[src/rtl/nested_loop_counter.sv]
// Nested loop index generator: NDim counters, dimension 0 innermost, each
// counting 0..bound inclusive, advanced one iteration per accepted step.
module nested_loop_counter #(
    parameter int unsigned DWidth = 16,
    parameter int unsigned NDim   = 3
) (
    input  logic                         clk_i,
    input  logic                         rst_ni,
    input  logic                         start_i,
    input  logic                         clear_i,
    input  logic                         step_i,
    input  logic [NDim-1:0][DWidth-1:0]  bound_i,
    output logic                         busy_o,
    output logic [NDim-1:0][DWidth-1:0]  idx_o,
    output logic [NDim-1:0]              wrap_o,
    output logic                         last_o,
    output logic                         done_o
);

    typedef enum logic {
        IDLE = 1'b0,
        RUN  = 1'b1
    } state_e;

    state_e                        state_q, state_d;
    logic [NDim-1:0][DWidth-1:0]   bound_q, bound_d;
    logic [NDim-1:0][DWidth-1:0]   idx_q, idx_d;
    logic [NDim-1:0]               wrap_q, wrap_d;
    logic                          done_q, done_d;
    logic [NDim-1:0]               at_bound;
    logic [NDim-1:0]               carry;

    // A dimension advances only when every inner dimension sits at its bound.
    always_comb begin
        at_bound = '0;
        carry    = '0;
        for (int unsigned k = 0; k < NDim; k++) begin
            at_bound[k] = (idx_q[k] == bound_q[k]);
        end
        carry[0] = 1'b1;
        for (int unsigned k = 1; k < NDim; k++) begin
            carry[k] = carry[k-1] & at_bound[k-1];
        end
    end

    assign last_o = (state_q == RUN) && (&at_bound);
    assign busy_o = (state_q == RUN);
    assign idx_o  = idx_q;
    assign wrap_o = wrap_q;
    assign done_o = done_q;

    always_comb begin
        state_d = state_q;
        bound_d = bound_q;
        idx_d   = idx_q;
        wrap_d  = '0;
        done_d  = 1'b0;
        if (clear_i) begin
            state_d = IDLE;
            bound_d = '0;
            idx_d   = '0;
        end else begin
            unique case (state_q)
                IDLE: begin
                    if (start_i) begin
                        bound_d = bound_i;
                        idx_d   = '0;
                        state_d = RUN;
                    end
                end
                RUN: begin
                    if (step_i) begin
                        for (int unsigned k = 0; k < NDim; k++) begin
                            if (carry[k]) begin
                                if (at_bound[k]) begin
                                    idx_d[k]  = '0;
                                    wrap_d[k] = 1'b1;
                                end else begin
                                    idx_d[k] = idx_q[k] + DWidth'(1);
                                end
                            end
                        end
                        // Final iteration: every dimension wraps and the nest ends.
                        if (last_o) begin
                            done_d  = 1'b1;
                            state_d = IDLE;
                        end
                    end
                end
                default: state_d = IDLE;
            endcase
        end
    end

    always_ff @(posedge clk_i or negedge rst_ni) begin
        if (!rst_ni) begin
            state_q <= IDLE;
            bound_q <= '0;
            idx_q   <= '0;
            wrap_q  <= '0;
            done_q  <= 1'b0;
        end else begin
            state_q <= state_d;
            bound_q <= bound_d;
            idx_q   <= idx_d;
            wrap_q  <= wrap_d;
            done_q  <= done_d;
        end
    end

endmodule

[config.mk]
export PLATFORM = sky130hd
export DESIGN_NAME = nested_loop_counter
export DESIGN_NICKNAME = d
export VERILOG_FILES = /design/src/rtl/nested_loop_counter.sv
export SDC_FILE = /design/constraint.sdc
export NUM_CORES = 1
export LEC_CHECK = 0
export BUFFER_PORTS_ARGS = -buffer_cell sky130_fd_sc_hd__buf_4
export CAP_MARGIN = 0
export CORE_UTILIZATION = 25
export DETAILED_ROUTE_END_ITERATION = 10
export GPL_TIMING_DRIVEN = 0
export PLACE_DENSITY = 0.52
export SYNTH_ARGS = -nofsm -noshare
export SYNTH_HDL_FRONTEND = slang
export SYNTH_SLANG_ARGS = --single-unit
[constraint.sdc]
create_clock -name clk_i -period 1.9 [get_ports clk_i]
set_clock_uncertainty 0.05 [all_clocks]
set_input_delay 0.19 -clock clk_i [delete_from_list [all_inputs] [get_ports clk_i]]
set_output_delay 0.19 -clock clk_i [all_outputs]
set_load 0.1 [all_outputs]
==> results of run 1 <==
==> area by class of cell <==
class / count / share of cell area [%]
Multi-Input combinational cell: 337 / 36.2
Sequential cell: 101 / 35.1
Timing Repair Buffer: 165 / 18.3
Tap cell: 265 / 4.34
Clock buffer: 14 / 3.32
Buffer: 21 / 2.05
Clock inverter: 2 / 0.458
Inverter: 4 / 0.196
==> kinds of logic after synthesis <==
group | synth area share (%)
AOI/OAI and AO/OA | 18.7
and+or+nand+nor | 16.2
DFF | 50.7
buffers and inverters | 2.46
xor gates and xnor gates | 10.9
muxes | 0.226
adders and majority gates | 0.753
==> timing repair <==
action,CTS,global route
buffers inserted,23,14
resized for setup,60,45
pin swaps,33,27
endpoints found under the setup margin,82,65
hold endpoints to repair,17,102
cloned,5,0
hold buffers,17,2
==> worst max-delay path by stage <==
stage	depth (start not counted)	slack (ns)	endpoint	from
2_1_floorplan	7	-0.38	idx_o[26]	idx_o[8]
5_1_grt	7	-0.68	last_o	idx_o[7]
3_3_place_gp	6	-0.63	last_o	idx_o[17]
6_report	7	-0.61	last_o	idx_o[8]
4_1_cts	7	-0.65	last_o	idx_o[14]
3_5_place_dp	7	-0.61	idx_o[14]	idx_o[4]
==> layout by cell type (no fill, tap or decap), drive strengths merged, types with 2 or more instances in the layout <==
| cell | count |
|---|---|
| dlygate4sd3 | 19 |
| and3 | 11 |
| xnor2 | 34 |
| a21oi | 12 |
| nand3 | 17 |
| dfrtp | 101 |
| o31ai | 4 |
| a41oi | 3 |
| nand2b | 2 |
| inv | 4 |
| o21ai | 10 |
| a22oi | 6 |
| and2 | 8 |
| a31oi | 12 |
| a22o | 52 |
| or3 | 4 |
| xor2 | 28 |
| buf | 156 |
| nor2 | 29 |
| o211ai | 2 |
| nand4 | 16 |
| o2111ai | 2 |
| o21a | 4 |
| or2 | 2 |
| ha | 3 |
| clkbuf | 25 |
| nor4 | 8 |
| o2bb2ai | 11 |
| nand2 | 27 |
| nor2b | 3 |
| and4 | 4 |
| or4 | 5 |
| nor3 | 11 |
==> per-stage QoR <==
step	instance area [um2]	worst slack, ns
2_1_floorplan	5250	-0.382
3_3_place_gp	6380	-0.626
3_5_place_dp	6380	-0.610
4_1_cts	7320	-0.650
5_1_grt	7640	-0.683
6_report	7640	-0.612
==> worst max-delay path, stage by stage, from the launching register on <==
cell and delay, ns:
sky130_fd_sc_hd__dfrtp_4 0.50, sky130_fd_sc_hd__xor2_2 0.17, sky130_fd_sc_hd__nor4_4 0.33, sky130_fd_sc_hd__and4_4 0.30, sky130_fd_sc_hd__buf_8 0.10, sky130_fd_sc_hd__and3_4 0.19, sky130_fd_sc_hd__and2_4 0.15, sky130_fd_sc_hd__buf_12 0.16
==> registers in the layout, indices dropped and copies added, names as in the netlist <==
register,flops
busy_o,1
idx_o,48
done_o,1
wrap_o,3
bound_q,48
==> routing by layer <==
metal / vias up / part of all wire [%] / track usage, % / wire [um]
li1: 2067 / - / - / -
met1: 2184 / 45 / 21.2 / 7160
met2: 134 / 48 / 26.4 / 7570
met3: 23 / 4.8 / 2.88 / 760
met4: 0 / 1.7 / 5.89 / 274
met5: - / 0 / 0 / 0
==> synth_stat cells, drive strengths merged <==
master	n
and3	11
mux2	1
nand2	27
nor3	11
and2	8
nand2b	2
o21a	4
buf	7
nor2	29
clkbuf	18
xnor2	34
o31a	1
nand3b	1
inv	4
nand4	16
o2bb2ai	11
o31ai	4
nand3	17
a311oi	1
xor2	28
o22ai	1
a21oi	12
o2111ai	2
nor2b	3
or3	4
a31oi	12
or4	5
ha	3
o211ai	2
o22a	1
a22o	52
a41oi	3
and4	4
o21ai	10
or2	2
dfrtp	101
a22oi	6
nor4	8
nor3b	1
==> power breakdown <==
part	switching, mW	leakage (nW)	internal, mW
logic	0.483	1.77	0.424
clock network	0.819	0.141	1.06
registers	0.0765	1.29	2.22
total	1.38	3.21	3.71
==> impl_metrics.json, run 1 <==
{
  "post_synthesis_cells": 467,
  "drt.antenna.violating_nets": 0,
  "setup.worst_path.start_class": "flop",
  "finalWeightedCongestion": 0.789,
  "leakage_power_nw": 3.21,
  "place.detailed.instances": 838,
  "groute.usage.overall_pct": 16.1,
  "tightestPinTransition_ns": 0.710,
  "ff_to_ff_path_depth": 10,
  "fin_nets": 695,
  "antenna_violations_before_repair": 0,
  "grt_max_degree": 102,
  "layout-area-overhead-vs-synth_pct": 53.4,
  "seq_area_um2": 2690,
  "drt-total-wl_mm": 15.8,
  "hold_path_class": "input pin to flop",
  "setup_tns_final_ns": -18.12,
  "clk_pin_slew_worst_paths_ns": 0.07,
  "cts-buffers-inserted": 9,
  "io_pins": 107,
  "final_period_util_pct": 132,
  "setup_ws_ns": -0.612,
  "multi_input_area_um2": 2770,
  "avgSynthCellArea_um2": 10.7,
  "num-fill-cells": 1943,
  "postSynthRegisterBits": 101,
  "holdPathStages": 2,
  "grt-ovfl-total": 0,
  "post-route-util_pct": 39.2,
  "synthesis.nets": 523,
  "synth-seq-area-share_pct": 50.7,
  "rr_startpoint": "idx_o[8]",
  "grt_first_pass_wirelength_mm": 25.1,
  "yosys.area.top_type_share_pct": 50.7,
  "route.detailed.vias_per_inst": 4.85,
  "final.min_clock_period_ns": 2.51,
  "power_density_over_cell_area_nw_per_um2": 665,
  "path_class": "flop to output pin",
  "drt-pass1-iter-count": 4,
  "timing.critical_path.fanout_max": 3,
  "synth_top_cell_by_area": "sky130_fd_sc_hd__dfrtp_1",
  "rr_endpoint": "idx_o[26]",
  "detailedPlacementHpwl_mm": 10.7,
  "grt_setup_unrepaired": "yes",
  "cts.sinks": 101,
  "timing.slew.headroom_pct": 52.7,
  "final_hold_viol_count": 0,
  "yosys-top-cells-area": "sky130_fd_sc_hd__dfrtp_1 51%, sky130_fd_sc_hd__a22o_1 9.1%, sky130_fd_sc_hd__xnor2_1 6.0%",
  "reg2reg_slack_ns": -0.58,
  "worstHoldEndpoint": "bound_q[23]",
  "ir_drop_mv": 0.456,
  "netlist_area_um2": 4980,
  "critPathArrivalTime_ns": 2.27,
  "detailroute.via_count": 4408,
  "synth-warning-count": 0,
  "htree_depth": 3,
  "max_clk_rate_mhz": 398,
  "row_count": 51,
  "port_buffers": 106,
  "run_status": "finished, violations left",
  "endpoint_kind": "output pin",
  "clockBufferDepth": 2,
  "violated_checks": "negative setup slack",
  "drv_slew": 0,
  "report.power.total_mw": 5.09,
  "min_from": "bound_i[23]",
  "cp_data_required_time_ns": 1.66,
  "via_count_of_the_first_global_routing_pass": 4536,
  "insertion_delay_ns": 0.36,
  "chipWidth_um": 143,
  "final_cell_count_no_fill": 909,
  "floorplan.initialDensity_pct": 25.5,
  "post_drt_wl_per_cell_um": 17.3,
  "drt_iter0_markers": 182,
  "clock-root-buffer": "sky130_fd_sc_hd__clkbuf_16",
  "coreArea_um2": 19500,
  "design.die.area_um2": 20500,
  "drc": 0,
  "max-cap-violations": 0,
  "antenna_cells": 0,
  "die_height_um": 143,
  "synth_cell_types": 46,
  "setup_violations": 53,
  "clock_tree_from_tritoncts": "done",
  "fraction_of_layout_cells_with_a_size_suffix_above_1_pct": 45.3,
  "hold-worst-slack_ns": 0.00688
}
Power figures use the tool's default switching activity.
==> run 2, diff against run 1 <==
CORE_UTILIZATION = 49   (was 25)
PLACE_DENSITY = 0.84   (was 0.52)
==> run 2 against run 1 <==
Effect of this change: the flow finishes with violations (negative hold slack, negative setup slack); final cell count is 8.8% lower; register-to-register slack worse by 0.05 ns; hold slack lost 0.015 ns; combinational power up 16%; non-clock buffer count increased by 52; total power down 5.6%; worst setup slack got worse by 0.17 ns; largest cell class unchanged.
==> impl_metrics.json, run 2 (synthesized netlist as in run 1, its figures left out) <==
{
  "insertion_delay_ns": 0.40,
  "via_count_of_the_first_global_routing_pass": 4880,
  "drt.antenna.violating_nets": 0,
  "detailedPlacementHpwl_mm": 9.53,
  "row_count": 36,
  "tightestPinTransition_ns": 0.932,
  "grt-ovfl-total": 0,
  "groute.usage.overall_pct": 32.4,
  "coreArea_um2": 9820,
  "cts-buffers-inserted": 9,
  "power_density_over_cell_area_nw_per_um2": 596,
  "crit_family": "simple AND/OR/NAND/NOR gates",
  "post_drt_wl_per_cell_um": 24.6,
  "layout_commonest_cell": "sky130_fd_sc_hd__buf_4",
  "max_clk_rate_mhz": 373,
  "port_buffers": 106,
  "layout-area-overhead-vs-synth_pct": 61.6,
  "critPathArrivalTime_ns": 2.44,
  "final_period_util_pct": 141,
  "report.power.total_mw": 4.80,
  "clockBufferDepth": 2,
  "path_class": "flop to output pin",
  "grt_max_degree": 102,
  "io_pins": 107,
  "timing.slew.headroom_pct": 37.9,
  "critical_path.cell_chain": "xnor2_1 -> nand4_1 -> nor4_4 -> and3_4 -> and2_4 -> buf_12",
  "cts.sinks": 101,
  "finalWeightedCongestion": 0.830,
  "detailroute.via_count": 5502,
  "clock_tree_from_tritoncts": "done",
  "leakage_power_nw": 3.43,
  "final_design_area_no_fill_um2": 8060,
  "drc": 0,
  "endpoint_kind": "output pin",
  "die_height_um": 103,
  "cp_data_required_time_ns": 1.66,
  "final.min_clock_period_ns": 2.68,
  "critical_path.slowest_cell": "sky130_fd_sc_hd__dfrtp_4",
  "run_status": "finished, violations left",
  "cp_slowest_stage_delay_ns": 0.56,
  "design.die.area_um2": 10600,
  "route.detailed.vias_per_inst": 6.64,
  "clk_pin_slew_worst_paths_ns": 0.09,
  "fraction_of_layout_cells_with_a_size_suffix_above_1_pct": 49.1,
  "hold-worst-slack_ns": -0.00779,
  "setup.worst_path.start_class": "flop",
  "floorplan.initialDensity_pct": 50.8,
  "hold_path_class": "input pin to flop",
  "clock-root-buffer": "sky130_fd_sc_hd__clkbuf_8",
  "fin_nets": 747,
  "grt_setup_unrepaired": "yes",
  "max-cap-violations": 0,
  "final_hold_viol_count": 1,
  "timing.critical_path.fanout_max": 7,
  "setup_ws_ns": -0.783,
  "drt-total-wl_mm": 20.4,
  "final_cell_mix": "146 x sky130_fd_sc_hd__buf_4, 52 x sky130_fd_sc_hd__a22o_1, 51 x sky130_fd_sc_hd__dfrtp_1",
  "drt-pass1-iter-count": 6,
  "setup_violations": 54,
  "violated_checks": "negative hold slack, negative setup slack",
  "grt_first_pass_wirelength_mm": 25.5,
  "critical_path_buf_inv_count": 1,
  "chipWidth_um": 103,
  "post-route-util_pct": 82.0,
  "ir_drop_mv": 0.478,
  "drv_slew": 0,
  "place_area_um2": 6210,
  "drt_iter0_markers": 766,
  "antenna_cells": 0,
  "antenna_violations_before_repair": 0,
  "htree_depth": 3
}
run 2: cell count changes in the layout (fill, tap and decap cells not counted), sizes merged:
cell,delta
clkbuf,-4
dlygate4sd3,+31
buf,+21
clkinv,+2
clkinvlp,+2
run 2: report_power, final:
part           switching, mW  internal (mW)  leakage, nW
clock network          0.834          0.608       0.0923
logic                  0.565          0.484         2.05
registers             0.0904           2.22         1.29
total                   1.49           3.32         3.43
run 2: worst paths after layout:
check / slack, ns / startpoint / depth (start not counted) / end
max: -0.78 / idx_o[45] / 6 / last_o
min: -0.008 / bound_i[42] / 2 / bound_q[42]
max reg2reg: -0.63 / idx_o[13] / 10 / idx_o[22]
min reg2reg: 0.49 / bound_q[41] / 1 / bound_q[41]
max in group asynchronous: 0.66 / rst_ni / 2 / idx_o[0]
min in group asynchronous: 0.42 / rst_ni / 2 / bound_q[45]
run 2: repair_timing:
item | CTS | global route
setup endpoints to repair | 74 | 74
hold buffers | 49 | 1
buffers inserted | 22 | 36
endpoints found under the hold margin | 48 | 101
resized for setup | 61 | 89
pin swaps | 27 | 43
gates cloned | 5 | 0
run 2: cell type report:
| class | count | area (um2) |
|---|---|---|
| Buffer | 21 | 166 |
| Clock buffer | 10 | 128 |
| Clock inverter | 6 | 63.8 |
| Fill cell | 488 | 1760 |
| Inverter | 4 | 15.0 |
| Multi-Input combinational cell | 337 | 2960 |
| Sequential cell | 101 | 2690 |
| Tap cell | 133 | 166 |
| Timing Repair Buffer | 217 | 1870 |
run 2: stage by stage:
step           setup TNS (ns)  cells  setup slack, ns
6_report               -24.97    829           -0.783
3_3_place_gp           -18.33    706           -0.456
4_1_cts                -12.85    795           -0.630
3_5_place_dp           -21.30    706           -0.533
2_1_floorplan           -9.99    467           -0.382
5_1_grt                -28.74    829           -0.837
run 2: metal layers:
layer	share of wire (%)	GRT usage, %	up-vias
met3	10	6.64	170
met1	34	40.4	2635
met2	48	52.9	514
met5	0	0	-
met4	7.2	18.1	0
li1	-	-	2183
==> run 3, diff against run 2 <==
CTS_BUF_LIST = sky130_fd_sc_hd__clkbuf_16   (was default)
==> run 3 against run 2 <==
Effect of this change: the run ends with negative setup slack left; total power increased by 4.3%; worst setup slack improved by 0.14 ns; clock-buffer cell count decreased by 1; critical path depth increased by 1; via count decreased by 13%; combinational power decreased by 19%; highest routed layer unchanged.
==> impl_metrics.json, run 3 (synthesized netlist as in run 1, its figures left out) <==
{
  "cts-buffers-inserted": 9,
  "setup_violations": 53,
  "met1_length_mm": 6.11,
  "antenna_cells": 0,
  "max-cap-violations": 0,
  "post_drt_wl_per_cell_um": 21.6,
  "port_buffers": 106,
  "floorplan.initialDensity_pct": 50.8,
  "io_pins": 107,
  "clk_pin_slew_worst_paths_ns": 0.07,
  "topRoutingLayerUsed": "met4",
  "setup_ws_ns": -0.643,
  "timing.slew.headroom_pct": 38.9,
  "die_height_um": 103,
  "ir_drop_mv": 0.500,
  "detailedPlacementHpwl_mm": 9.53,
  "coreArea_um2": 9820,
  "setup.worst_path.start_class": "flop",
  "drt.antenna.violating_nets": 0,
  "design.die.area_um2": 10600,
  "endpoint_kind": "output pin",
  "leakage_power_nw": 3.08,
  "final_hold_viol_count": 0,
  "via_count_of_the_first_global_routing_pass": 4487,
  "final_cell_count_no_fill": 752,
  "grt_setup_unrepaired": "yes",
  "drt-total-wl_mm": 16.3,
  "grt_first_pass_wirelength_mm": 23.7,
  "max_clk_rate_mhz": 393,
  "hold_path_class": "input pin to flop",
  "drt-pass1-iter-count": 5,
  "hold-worst-slack_ns": 0.00375,
  "route.detailed.vias_per_inst": 6.39,
  "place_area_um2": 6210,
  "grt-ovfl-total": 0,
  "final.min_clock_period_ns": 2.54,
  "run_status": "finished, violations left",
  "cts.sinks": 101,
  "final_period_util_pct": 134,
  "timing.critical_path.from": "idx_o[5]",
  "layout-area-overhead-vs-synth_pct": 44.2,
  "drc": 0,
  "antenna_violations_before_repair": 0,
  "critPathArrivalTime_ns": 2.30,
  "fin_nets": 670,
  "clockBufferDepth": 2,
  "htree_depth": 3,
  "groute.usage.overall_pct": 30.1,
  "report.power.total_mw": 5.01,
  "final_cell_mix": "129 x sky130_fd_sc_hd__buf_4, 52 x sky130_fd_sc_hd__a22o_1, 52 x sky130_fd_sc_hd__dfrtp_1",
  "min_from": "bound_i[24]",
  "finalWeightedCongestion": 0.830,
  "rr_startpoint": "idx_o[5]",
  "layout_commonest_cell": "sky130_fd_sc_hd__buf_4",
  "cp_data_required_time_ns": 1.66,
  "power_density_over_cell_area_nw_per_um2": 697,
  "met2_length_mm": 8.08,
  "chipWidth_um": 103,
  "drt_iter0_markers": 402,
  "clock-root-buffer": "sky130_fd_sc_hd__clkbuf_16",
  "violated_checks": "negative setup slack",
  "tightestPinTransition_ns": 0.917,
  "met3WireLength_mm": 1.39,
  "detailroute.via_count": 4803,
  "path_class": "flop to output pin",
  "clock_tree_from_tritoncts": "done",
  "grt_max_degree": 102,
  "row_count": 36,
  "fraction_of_layout_cells_with_a_size_suffix_above_1_pct": 46.0,
  "insertion_delay_ns": 0.35,
  "place.detailed.instances": 706,
  "final_design_area_no_fill_um2": 7190,
  "drv_slew": 0,
  "timing.critical_path.fanout_max": 4
}
## run 3: changes by cell type in the layout (fill, tap and decap cells not counted), sizes merged
cell,change
bufbuf,+1
dlygate4sd3,-48
clkbuf,+1
buf,-32
inv,+1
## run 3: per-stage QoR
| stage | utilization, % | setup TNS [ns] | setup WS, ns |
|---|---|---|---|
| detailed placement | 63.3 | -21.30 | -0.533 |
| CTS | 71.4 | -12.50 | -0.582 |
| floorplan | - | -9.99 | -0.382 |
| global route | 73.2 | -25.39 | -0.768 |
| finish | 73.2 | -18.54 | -0.643 |
| global placement | 63.3 | -18.33 | -0.456 |
## run 3: cell type report
cell class	instances	area, um2
fill	628	2630
tap	133	166
multi-input combinational	337	2750
sequential	101	2690
clock buffer	9	225
buffer	22	166
inverter	4	15.0
clock inverter	7	67.6
timing repair buffer	139	1110
## run 3: worst max-delay path: stages (launching register included)
cell	delay (ns)
sky130_fd_sc_hd__dfrtp_4	0.51
sky130_fd_sc_hd__xor2_2	0.17
sky130_fd_sc_hd__nor4_2	0.37
sky130_fd_sc_hd__and4_4	0.30
sky130_fd_sc_hd__buf_8	0.10
sky130_fd_sc_hd__and3_4	0.19
sky130_fd_sc_hd__and2_4	0.15
sky130_fd_sc_hd__buf_12	0.16
## run 3: routing by layer
metal / vias to the layer above / track usage [%]
met5: - / 0
met2: 311 / 48.7
met4: 0 / 15.2
li1: 2031 / -
met3: 77 / 6.24
met1: 2384 / 38.7
## run 3: what timing repair did
| action | in CTS | in global routing |
|---|---|---|
| pin swaps | 27 | 20 |
| resized for setup | 66 | 35 |
| endpoints found under the hold margin | 1 | 16 |
| hold buffers | 1 | 1 |
| endpoints found under the setup margin | 74 | 74 |
| buffers inserted | 21 | 9 |
| cloned | 5 | 0 |
## run 3: final timing paths
check / endpoint / slack, ns / depth (start not counted)
setup / recovery: last_o / -0.64 / 7
hold / removal: bound_q[24] / 0.004 / 2
setup reg to reg: idx_o[26] / -0.57 / 8
hold reg to reg: bound_q[11] / 0.48 / 1
max in group asynchronous: idx_o[20] / 0.62 / 2
min in group asynchronous: bound_q[42] / 0.47 / 2
## run 3: report_power, final
part | leakage (nW) | switching (mW) | total, mW | internal [mW]
sequential | 1.29 | 0.0841 | 2.31 | 2.22
clock | 0.143 | 0.837 | 1.85 | 1.01
combinational | 1.65 | 0.486 | 0.850 | 0.364
total | 3.08 | 1.41 | 5.01 | 3.60
